<file path="src/rtl/tpsram_fifo_ctrl.sv">
// FIFO controller in front of a two-port SRAM with a 1-cycle registered read.
// The SRAM output register doubles as the first-word-fall-through output entry.
module tpsram_fifo_ctrl #(
    parameter int unsigned DEPTH     = 8,
    parameter int unsigned WIDTH     = 32,
    parameter int unsigned DEPTH_LOG = $clog2(DEPTH),
    parameter int unsigned AFULL     = DEPTH - 2,
    localparam int unsigned CNT_W    = $clog2(DEPTH + 2)
) (
    input  logic                 clk,
    input  logic                 rst,
    input  logic                 s_valid,
    output logic                 s_ready,
    input  logic [WIDTH-1:0]     s_data,
    output logic                 s_afull,
    output logic                 m_valid,
    input  logic                 m_ready,
    output logic [WIDTH-1:0]     m_data,
    output logic [CNT_W-1:0]     count,
    output logic                 mem_we,
    output logic [DEPTH_LOG-1:0] mem_wa,
    output logic [WIDTH-1:0]     mem_wd,
    output logic                 mem_re,
    output logic [DEPTH_LOG-1:0] mem_ra,
    input  logic [WIDTH-1:0]     mem_rd
);

    localparam int unsigned SCNT_W = $clog2(DEPTH + 1);

    logic [DEPTH_LOG-1:0] wptr_q, wptr_d;
    logic [DEPTH_LOG-1:0] rptr_q, rptr_d;
    logic [SCNT_W-1:0]    sram_cnt_q, sram_cnt_d;
    logic                 out_vld_q, out_vld_d;
    logic                 accept;

    always_comb begin
        s_ready = !rst && (sram_cnt_q < SCNT_W'(DEPTH));
        accept  = s_valid && s_ready;
        // Refill the output entry whenever it is empty or being consumed this cycle.
        mem_re  = !rst && (sram_cnt_q != '0) && (!out_vld_q || m_ready);

        mem_we  = accept;
        mem_wa  = wptr_q;
        mem_wd  = s_data;
        mem_ra  = rptr_q;

        m_valid = out_vld_q;
        m_data  = mem_rd;

        count   = CNT_W'(sram_cnt_q) + CNT_W'(out_vld_q);
        s_afull = (count >= CNT_W'(AFULL));
    end

    always_comb begin
        wptr_d = wptr_q;
        if (accept) begin
            wptr_d = (wptr_q == DEPTH_LOG'(DEPTH - 1)) ? '0 : wptr_q + DEPTH_LOG'(1);
        end

        rptr_d = rptr_q;
        if (mem_re) begin
            rptr_d = (rptr_q == DEPTH_LOG'(DEPTH - 1)) ? '0 : rptr_q + DEPTH_LOG'(1);
        end

        sram_cnt_d = sram_cnt_q + SCNT_W'(accept) - SCNT_W'(mem_re);

        out_vld_d = out_vld_q;
        if (mem_re) begin
            out_vld_d = 1'b1;
        end else if (m_ready) begin
            out_vld_d = 1'b0;
        end
    end

    always_ff @(posedge clk) begin
        if (rst) begin
            wptr_q     <= '0;
            rptr_q     <= '0;
            sram_cnt_q <= '0;
            out_vld_q  <= 1'b0;
        end else begin
            wptr_q     <= wptr_d;
            rptr_q     <= rptr_d;
            sram_cnt_q <= sram_cnt_d;
            out_vld_q  <= out_vld_d;
        end
    end

endmodule

</file>
<file path="config.mk">
export PLATFORM = sky130hd
export DESIGN_NAME = tpsram_fifo_ctrl
export DESIGN_NICKNAME = d
export VERILOG_FILES = /design/src/rtl/tpsram_fifo_ctrl.sv
export SDC_FILE = /design/constraint.sdc
export NUM_CORES = 1
export LEC_CHECK = 0
export CORE_MARGIN = 3
export CORE_UTILIZATION = 23
export DETAILED_ROUTE_END_ITERATION = 10
export PLACE_DENSITY_LB_ADDON = 0.12
export SETUP_SLACK_MARGIN = 0.1
export SLEW_MARGIN = 10
export SYNTH_ARGS = -nofsm -noshare
export SYNTH_HDL_FRONTEND = slang
export SYNTH_SLANG_ARGS = --single-unit
</file>
<file path="constraint.sdc">
create_clock -name clk -period 2.5 [get_ports clk]
set_clock_uncertainty 0.15 [all_clocks]
set_input_delay 0.625 -clock clk [delete_from_list [all_inputs] [get_ports clk]]
set_output_delay 0.625 -clock clk [all_outputs]
set_load 0.01 [all_outputs]
</file>
==> metrics <==
outcome=finished clean; share of layout cells above drive strength 1=0.352; insertion delay to the later sink of the worst-skew pair=0.24 ns; area of the multi-input gates=474 µm²; Place WS=-0.387 ns; H-tree levels=1; layout net count=187; Synth Area in Adders=0.146; per-cell routed wire length=12.3 µm; R2R depth=10; GRT Max-Usage Layer=met2; most common flop cell mapped by yosys=dfxtp_1; gp weighted congestion=0.656; hold path cells=2; M3 GR Usage=0.0552; XOR/XNOR share of the synthesized area=0.0226; Post-Synth Simple-Gate Area=0.102; Core Box Area=0.00482 mm²; Post-Layout Inst Area=0.00112 mm²; clk slew on worst S/H paths=0.06 ns; YS warnings=0; data required time of the worst path=2.48 ns; number of fillers in the final layout=554; Max clock buf depth=2; met2 Use GR=0.0907; multiplexer area fraction after synthesis=0.0172; GRT overflow=0; synth unique cells=24; DR vias/cell=3.85; type of the worst min-delay path=reg2reg; initial antenna violation count=0; CP Launch Type=input port; RSZ-0062 raised after global routing=false; CTS tree=yes; antenna diode count=0; ANT nets after route=0; starting density of the core=0.242; CTS buffer count=3; Die H=77.2 µm; M1 GR Usage=0.0721; Final Setup Violations=0; crit path time final=2.30 ns; sequential-to-total area share from yosys stat=0.189; initial DRC count=18; Max Fclk=434 MHz; CP arrival=2.29 ns; critical path fanouts, max=2; row cnt=25; Critical Path Start=rst; Max Cap Viol=0; port buffer count=18; Async SR Flop Fraction=0; Syn Nets=216; first-pass GRT wire length=3350 µm; total chip power=1.15 mW; DP HPWL=1750 µm; DP Cell Count=168; overall die area=0.00595 mm²; hold wc startpoint=m_valid; Worst-Margin Slew=0.254 ns; Final Hold Fails=0; Cells after Synth=135; critical path class=in2reg; Synth Area in Compound Gates=0.0773; post-synthesis average cell area=8.63 µm²; number of global-route vias before repair=681; Post-synth EDFFs=0; Period Utilization, post-route=0.922; Yosys reg bits=11; Syn-to-layout area delta=-3.44%; leak pwr=0.512 nW; Rel. slew slack=0.830; Die X=77.2 µm; setup ws final=0.196 ns; # IOs=147; DR vias=663; Detailed Route WL=2120 µm; VDD IR-drop max=0.225 mV; Synth Cell Area=0.00116 mm²; largest net degree at the start of global routing=11; Pwr Density=1020 mW/mm²; Seq. cell area=226 µm²; CTS root buf=clkbuf_8; Slew Limit Fails=0; DR DRC count=0; Crit Reg-Reg Startpoint=sram_cnt_q[2]; fin cells=172; clock net sink count=11; Pre-Repair DR Iteration Count=2; GR Util All Layers=0.0713; largest family of logic cells by synthesized area=buffers and inverters; Placed Area=0.00108 mm²; setup tns final=0 ns; Worst Setup End Kind=register; setup bufs post-CTS=0
## placed cells by master, fill, tap and decap left out, types with 2 or more instances in the layout
cell             synthesis  routed
a21oi_1                  4       4
buf_4                   64      13
clkbuf_8                 0       3
clkdlybuf4s50_1          0       9
dfxtp_1                 11       6
dfxtp_2                  0       5
dlygate4sd2_1            0       7
ha_1                    12       9
ha_4                     0       2
inv_1                    9       6
inv_2                    0       2
mux2i_1                  2       2
nand2b_1                 4       4
nor2_1                   7       6
nor2b_1                  3       2
o211ai_1                 3       3
o21ai_1                  2       2
## synth_stat cells, drive strengths merged (2+ instances only)
cell | n | area, µm²
a21oi | 4 | 20.0
buf | 65 | 485
dfxtp | 11 | 220
ha | 12 | 150
inv | 9 | 33.8
mux2i | 2 | 20.0
nand2b | 4 | 25.0
nor2 | 7 | 26.3
nor2b | 3 | 18.8
o211ai | 3 | 22.5
o21ai | 2 | 10.0
xnor2 | 2 | 17.5
## metal layers
layer	wire (µm)	up-vias	part of all wire
met5	0	-	0
met3	335	24	0.16
met1	801	270	0.38
met2	900	56	0.42
met4	87	0	0.041
li1	-	313	-
## critical path: stages
cell           delay, ns
dlygate4sd2_1       0.25
or3_4               0.41
inv_4               0.08
ha_4                0.19
inv_2               0.05
ha_4                0.13
fa_2                0.42
nor2b_1             0.13
## through the flow
step / utilization / hold WS (ns)
2_1_floorplan: - / 0.367
3_3_place_gp: 0.224 / 0.360
3_5_place_dp: 0.224 / 0.354
4_1_cts: 0.232 / 0.363
5_1_grt: 0.234 / 0.374
6_report: 0.234 / 0.339
## power by group
part	switching, mW	internal [mW]	leakage (nW)
logic	0.295	0.387	0.397
clock network	0.0699	0.112	0.0228
registers	0.0514	0.236	0.0921
## timing repair
| item | 4_1_cts | 5_1_grt |
|---|---|---|
| hold buffers | 0 | 0 |
| endpoints found under the hold margin | 0 | 0 |
| pin swaps | 4 | 5 |
| gates resized for setup | 18 | 4 |
| setup endpoints to repair | 10 | 4 |
## cell type report
type / instances / share of cell area
Inverter: 9 / 0.0323
Tap cell: 67 / 0.0745
Sequential cell: 11 / 0.201
Multi-Input combinational cell: 50 / 0.422
Clock buffer: 4 / 0.0400
Timing Repair Buffer: 31 / 0.230
## kinds of logic after synthesis
group,after synthesis
DFF,11
AOI/OAI and AO/OA,12
xor gates and xnor gates,3
muxes,2
adders and majority gates,13
buffers and inverters,74
and+or+nand+nor,20
## path summary, 6_finish.rpt
kind | endpoint | slack, ns
hold / removal | m_valid | 0.34
hold reg to reg | m_valid | 0.34
setup / recovery | sram_cnt_q[1] | 0.20
setup reg to reg | sram_cnt_q[1] | 0.20
## sequential cells by signal, indices dropped and copies added (netlist names)
signal      count
sram_cnt_q      4
mem_ra          3
mem_wa          3
m_valid         1
(Power assumes the default switching activity.)
